<file path="src/rtl/gamma_pkg.sv">
// ---------------------------------------------------------------------------
// gamma_pkg
//   Shared types for the lagged-Fibonacci gamma coder.
//   BYTE_W       : width of one stream byte
//   gen_state_e  : generator state (unseeded, loading seed, running)
//   byte_t       : one stream / delay-line byte
// ---------------------------------------------------------------------------
package gamma_pkg;

   localparam int BYTE_W = 8;

   typedef enum logic [1:0] {
      ST_UNSEEDED,
      ST_LOAD,
      ST_RUN
   } gen_state_e;

   typedef logic [BYTE_W-1:0] byte_t;

endpackage

</file>
<file path="src/rtl/gamma_lfg_coder_cla8.sv">
// ---------------------------------------------------------------------------
// gamma_lfg_coder_cla8
//   8-bit carry-lookahead adder with bit-level ports, no carry-in.
//   Two 4-bit lookahead groups; the upper group takes the lower group carry.
//   Ports:
//     a0..a7  in   addend A, a0 = LSB
//     b0..b7  in   addend B, b0 = LSB
//     q0..q7  out  sum, q0 = LSB
//     q8      out  carry-out
// ---------------------------------------------------------------------------
module gamma_lfg_coder_cla8
   import gamma_pkg::*;
(
   input  logic a0, input logic a1, input logic a2, input logic a3,
   input  logic a4, input logic a5, input logic a6, input logic a7,
   input  logic b0, input logic b1, input logic b2, input logic b3,
   input  logic b4, input logic b5, input logic b6, input logic b7,
   output logic q0, output logic q1, output logic q2, output logic q3,
   output logic q4, output logic q5, output logic q6, output logic q7,
   output logic q8
);

   byte_t       a;
   byte_t       b;
   byte_t       g;
   byte_t       p;
   byte_t       sum;
   logic [8:0]  c;

   assign a = {a7, a6, a5, a4, a3, a2, a1, a0};
   assign b = {b7, b6, b5, b4, b3, b2, b1, b0};
   assign g = a & b;
   assign p = a ^ b;

   // Lower nibble: every carry is expanded directly from generate/propagate,
   // so no carry ripples through more than one gate level.
   assign c[0] = 1'b0;
   assign c[1] = g[0];
   assign c[2] = g[1] | (p[1] & g[0]);
   assign c[3] = g[2] | (p[2] & g[1]) | (p[2] & p[1] & g[0]);
   assign c[4] = g[3] | (p[3] & g[2]) | (p[3] & p[2] & g[1]) | (p[3] & p[2] & p[1] & g[0]);

   // Upper nibble: same expansion, seeded by the lower group carry c[4].
   assign c[5] = g[4] | (p[4] & c[4]);
   assign c[6] = g[5] | (p[5] & g[4]) | (p[5] & p[4] & c[4]);
   assign c[7] = g[6] | (p[6] & g[5]) | (p[6] & p[5] & g[4]) | (p[6] & p[5] & p[4] & c[4]);
   assign c[8] = g[7] | (p[7] & g[6]) | (p[7] & p[6] & g[5]) | (p[7] & p[6] & p[5] & g[4])
               | (p[7] & p[6] & p[5] & p[4] & c[4]);

   assign sum = p ^ c[7:0];

   assign {q7, q6, q5, q4, q3, q2, q1, q0} = sum;
   assign q8 = c[8];

endmodule

</file>
<file path="src/rtl/gamma_lfg_coder.sv">
// ---------------------------------------------------------------------------
// gamma_lfg_coder
//   Additive lagged-Fibonacci keystream coder:
//     gamma(n) = s(n-LAG_SHORT) + s(n-LAG_LONG) mod 256
//   Each accepted data byte is XORed with gamma and the gamma byte is fed back
//   into the delay line. The delay line is seeded byte-serially; a seed with no
//   odd byte is rejected.
//   Ports:
//     clk, rst             clock, asynchronous active-high reset
//     seed_start           restart: drop pending output, begin seed load
//     seed_valid/seed_data seed byte stream (used only while loading)
//     seed_err             last seed rejected (all bytes even)
//     seeded               generator running
//     in_valid/in_ready/in_data     input byte stream
//     out_valid/out_ready/out_data  coded byte stream, 1-cycle latency
//     gamma_cnt            bytes coded since the last successful seed
// ---------------------------------------------------------------------------
module gamma_lfg_coder
   import gamma_pkg::*;
#(
   parameter int LAG_LONG  = 7,
   parameter int LAG_SHORT = 3
) (
   input  logic              clk,
   input  logic              rst,
   input  logic              seed_start,
   input  logic              seed_valid,
   input  logic [BYTE_W-1:0] seed_data,
   output logic              seed_err,
   output logic              seeded,
   input  logic              in_valid,
   output logic              in_ready,
   input  logic [BYTE_W-1:0] in_data,
   output logic              out_valid,
   input  logic              out_ready,
   output logic [BYTE_W-1:0] out_data,
   output logic [15:0]       gamma_cnt
);

   if (LAG_LONG < 2 || LAG_LONG > 32 || LAG_SHORT < 1 || LAG_SHORT >= LAG_LONG) begin : g_bad_lags
      $error("gamma_lfg_coder: need 2 <= LAG_LONG <= 32 and 1 <= LAG_SHORT < LAG_LONG");
   end

   gen_state_e  state;
   gen_state_e  state_next;
   byte_t       s [LAG_LONG];
   logic [5:0]  seed_cnt;
   logic        odd_flag;
   byte_t       tap_short;
   byte_t       tap_long;
   byte_t       gamma;
   logic        carry_unused;
   logic        seed_take;
   logic        seed_last;
   logic        seed_good;
   logic        accept;

   assign tap_short = s[LAG_SHORT-1];
   assign tap_long  = s[LAG_LONG-1];

   // The modulo-256 sum only needs the low eight bits; the adder carry-out
   // is deliberately thrown away.
   gamma_lfg_coder_cla8 u_adder (
      .a0(tap_short[0]), .a1(tap_short[1]), .a2(tap_short[2]), .a3(tap_short[3]),
      .a4(tap_short[4]), .a5(tap_short[5]), .a6(tap_short[6]), .a7(tap_short[7]),
      .b0(tap_long[0]),  .b1(tap_long[1]),  .b2(tap_long[2]),  .b3(tap_long[3]),
      .b4(tap_long[4]),  .b5(tap_long[5]),  .b6(tap_long[6]),  .b7(tap_long[7]),
      .q0(gamma[0]), .q1(gamma[1]), .q2(gamma[2]), .q3(gamma[3]),
      .q4(gamma[4]), .q5(gamma[5]), .q6(gamma[6]), .q7(gamma[7]),
      .q8(carry_unused)
   );

   // seed_start overrides everything, so a seed byte or data byte presented
   // in the same cycle is never consumed.
   assign seed_take = (state == ST_LOAD) && seed_valid && !seed_start;
   assign seed_last = (seed_cnt == 6'(LAG_LONG - 1));
   assign seed_good = odd_flag | seed_data[0];
   assign accept    = in_valid && in_ready;
   assign seeded    = (state == ST_RUN);

   // State register.
   always_ff @(posedge clk or posedge rst) begin
      if (rst) begin
         state <= ST_UNSEEDED;
      end else begin
         state <= state_next;
      end
   end

   // Next-state and input-ready logic. A new byte is taken only when the
   // output register is empty or being drained this cycle.
   always_comb begin
      state_next = state;
      in_ready   = 1'b0;
      if (seed_start) begin
         state_next = ST_LOAD;
      end else begin
         case (state)
            ST_LOAD: begin
               if (seed_take && seed_last) begin
                  state_next = seed_good ? ST_RUN : ST_UNSEEDED;
               end
            end
            ST_RUN: begin
               in_ready = !out_valid || out_ready;
            end
            default: begin
               state_next = ST_UNSEEDED;
            end
         endcase
      end
   end

   // Delay line: advances only on a seed byte or an accepted data byte,
   // never on idle cycles, so the keystream depends on byte count alone.
   always_ff @(posedge clk or posedge rst) begin
      if (rst) begin
         for (int i = 0; i < LAG_LONG; i++) begin
            s[i] <= '0;
         end
      end else if (seed_take || accept) begin
         for (int i = LAG_LONG - 1; i > 0; i--) begin
            s[i] <= s[i-1];
         end
         s[0] <= seed_take ? seed_data : gamma;
      end
   end

   // Seed byte counter and the running "any odd byte seen" flag.
   always_ff @(posedge clk or posedge rst) begin
      if (rst) begin
         seed_cnt <= '0;
         odd_flag <= 1'b0;
      end else if (seed_start) begin
         seed_cnt <= '0;
         odd_flag <= 1'b0;
      end else if (seed_take) begin
         seed_cnt <= seed_cnt + 6'd1;
         odd_flag <= odd_flag | seed_data[0];
      end
   end

   // Rejection flag: set when a full seed contained only even bytes, held
   // until the next seed attempt begins.
   always_ff @(posedge clk or posedge rst) begin
      if (rst) begin
         seed_err <= 1'b0;
      end else if (seed_start) begin
         seed_err <= 1'b0;
      end else if (seed_take && seed_last && !seed_good) begin
         seed_err <= 1'b1;
      end
   end

   // Output register. A restart drops any pending byte; otherwise a new
   // byte replaces the old one, and an unreplaced byte clears once taken.
   always_ff @(posedge clk or posedge rst) begin
      if (rst) begin
         out_valid <= 1'b0;
         out_data  <= '0;
      end else if (seed_start) begin
         out_valid <= 1'b0;
      end else if (accept) begin
         out_valid <= 1'b1;
         out_data  <= in_data ^ gamma;
      end else if (out_ready) begin
         out_valid <= 1'b0;
      end
   end

   // Coded-byte counter, restarted when a seed completes successfully.
   always_ff @(posedge clk or posedge rst) begin
      if (rst) begin
         gamma_cnt <= '0;
      end else if (seed_take && seed_last && seed_good) begin
         gamma_cnt <= '0;
      end else if (accept) begin
         gamma_cnt <= gamma_cnt + 16'd1;
      end
   end

endmodule

</file>
<file path="config.mk">
export PLATFORM = sky130hd
export DESIGN_NAME = gamma_lfg_coder
export DESIGN_NICKNAME = d
export VERILOG_FILES = /design/src/rtl/gamma_pkg.sv /design/src/rtl/gamma_lfg_coder_cla8.sv /design/src/rtl/gamma_lfg_coder.sv
export SDC_FILE = /design/constraint.sdc
export NUM_CORES = 1
export LEC_CHECK = 0
export ABC_AREA = 1
export CELL_PAD_IN_SITES_DETAIL_PLACEMENT = 1
export CELL_PAD_IN_SITES_GLOBAL_PLACEMENT = 1
export CORE_MARGIN = 2
export CORE_UTILIZATION = 38
export DETAILED_ROUTE_END_ITERATION = 7
export GPL_ROUTABILITY_DRIVEN = 0
export HOLD_SLACK_MARGIN = 0.05
export PLACE_DENSITY_LB_ADDON = 0.1
export REMOVE_ABC_BUFFERS = 1
export SETUP_SLACK_MARGIN = 0.4
export SYNTH_ARGS = -nofsm -noshare
export SYNTH_HDL_FRONTEND = slang
export SYNTH_HIERARCHICAL = 1
export SYNTH_SLANG_ARGS = --single-unit
</file>
<file path="constraint.sdc">
create_clock -name clk -period 3.05 [get_ports clk]
set_input_delay 0.61 -clock clk [delete_from_list [all_inputs] [get_ports clk]]
set_output_delay 0.61 -clock clk [all_outputs]
set_load 0.005 [all_outputs]
</file>
==> impl_metrics.json <==
{
  "slew_viol_final": 0,
  "fin_util": 0.4769,
  "drt_iter0_drc": 149,
  "finalSetupViolCount": 0,
  "crit_family": "buffers and inverters",
  "diodes": 0,
  "hp-class": "flip-flop to flip-flop",
  "cp_max_fo": 3,
  "fillers": 1321,
  "tns_ns": 0,
  "grtUsageTotal": 0.1801,
  "layout_common_cells": "156 x nand2_1, 91 x dfrtp_1, 55 x inv_1",
  "clock_path_buffers": 2,
  "cpPeakStageDelay_ns": 0.51,
  "ios": 50,
  "die_h_um": 110.5,
  "instances_no_fill": 704,
  "overflow": 0,
  "vias": 3425,
  "postSynthCellCount": 508,
  "slew_headroom": 0.4205,
  "dr.pass1.iters": 4,
  "dpl.hpwl_mm": 7.065,
  "clkSinkCount": 91,
  "final_common_cell": "nand2_1",
  "required_ns": 2.44,
  "rsz0062_at_grt": "no",
  "grt_pass1_wl_mm": 17.82,
  "crit_type": "input pin to primary output",
  "hold_viol_final": 0,
  "antenna_found_initial": 0,
  "root_buffer": "clkbuf_16",
  "grt_pass1_vias": 3619,
  "holdWs_ns": 0.4824,
  "cts_max_level": 3,
  "core_area_um2": 10940,
  "powerDensity_nw_per_um2": 586.7,
  "totalWireLength_mm": 9.990,
  "finClkSkew_ns": 0.004397,
  "path_clk_slew_ns": 0.06,
  "die_area_um2": 12210,
  "max-cap-violations": 0,
  "fin_nets": 597,
  "ant_nets": 0,
  "power_leakage_nw": 2.500,
  "path_cells": "clkdlybuf4s50_1 -> inv_1 -> nand2_1 -> inv_1 -> nor2_2 -> clkdlybuf4s50_1",
  "fmax_mhz": 393.3,
  "viasPerCell": 4.865,
  "cp_slowest_cell": "clkdlybuf4s50_1",
  "start_util": 0.3941,
  "period_minus_slack_ns": 2.543,
  "syn_area_per_cell_um2": 8.483,
  "cts_tree": "yes",
  "syn-cell-area_um2": 4309,
  "outcome": "finished, final reports clean",
  "ctsHoldBuffers": 0,
  "fin_crit_sh": 0.8337,
  "drc": 0,
  "cp-start-kind": "input pin",
  "layout-drive-gt1-share": 0.06738,
  "tightest_slew_ns": 0.8679,
  "endpoint_kind": "primary output",
  "fp.dieW_um": 110.5,
  "std_cell_rows": 38,
  "areaGrowthSynthToFinish_pct": 21.02,
  "synth_warnings": 6,
  "cts_made_buffers": 9,
  "numPortBuffers": 49,
  "peakVddDrop_uv": 325.2,
  "numPlacedInstances": 691,
  "insertion_delay_ns": 0.34,
  "cp.buffers_inverters": 4,
  "arrival_ns": 1.93,
  "wire_per_inst_um": 14.19,
  "grt_max_degree": 55
}
-- timing repair --
item,in CTS,in global routing
endpoints found under the setup margin,1,1
gates resized for setup,2,1
buffers inserted,0,0
-- worst reg2reg max path: stages, from the launching register on --
cell	delay [ns]
dfrtp_1	0.40
ha_1	0.34
or2_0	0.23
nand2_1	0.08
nand2_2	0.09
fa_1	0.39
xor2_1	0.26
xnor2_1	0.15
o21ai_0	0.10
-- final timing paths --
path / startpoint / to / slack, ns / depth (start not counted)
worst max-delay path: out_ready / in_ready / 0.51 / 6
worst min-delay path: s[42] / tap_short[2] / 0.48 / 2
worst max register to register: tap_short[3] / out_data[5] / 0.89 / 8
worst min register to register: s[42] / tap_short[2] / 0.48 / 2
max in group asynchronous: rst / s[42] / 1.80 / 3
min in group asynchronous: rst / gamma_cnt[1] / 0.73 / 3
-- power breakdown --
group	switching [mW]	total, mW	internal, mW
Clock	0.441	1.00	0.562
Sequential	0.0979	1.49	1.39
Combinational	0.322	0.568	0.245
Total	0.861	3.06	2.20
-- stage by stage --
step	worst slack [ns]	total power, mW	cell area (um^2)
after floorplan	0.07639	1.914	4227
after global placement	0.3372	2.063	4961
after detailed placement	0.2875	2.090	4961
after CTS	0.4895	3.113	5213
after global routing	0.4141	3.279	5215
final	0.5071	3.059	5215
-- state kept, by name, indices dropped and copies added, names as in the netlist --
signal and cells:
s 40, state 2, tap_short 8, tap_long 8
seed_err 1, gamma_cnt 16, seed_cnt 6, out_data 8
out_valid 1, odd_flag 1
-- routing by layer --
| layer | GRT usage | share of wire | routed length (um) | vias to the layer above |
|---|---|---|---|---|
| met3 | 0.03183 | 0.024 | 244 | 15 |
| met2 | 0.2875 | 0.47 | 4724 | 42 |
| met5 | 0 | 0 | 0 | - |
| met4 | 0.08000 | 0.021 | 205 | 0 |
| li1 | - | - | - | 1711 |
| met1 | 0.2407 | 0.48 | 4816 | 1657 |
-- cell type report --
type	count	area [um^2]	area share
tap	140	175.2	0.03359
sequential	91	2277	0.4367
inverter	61	232.7	0.04463
multi-input combinational	341	1723	0.3304
clock buffer	13	250.2	0.04798
timing repair buffer	58	556.8	0.1068
(Power assumes the default switching activity.)
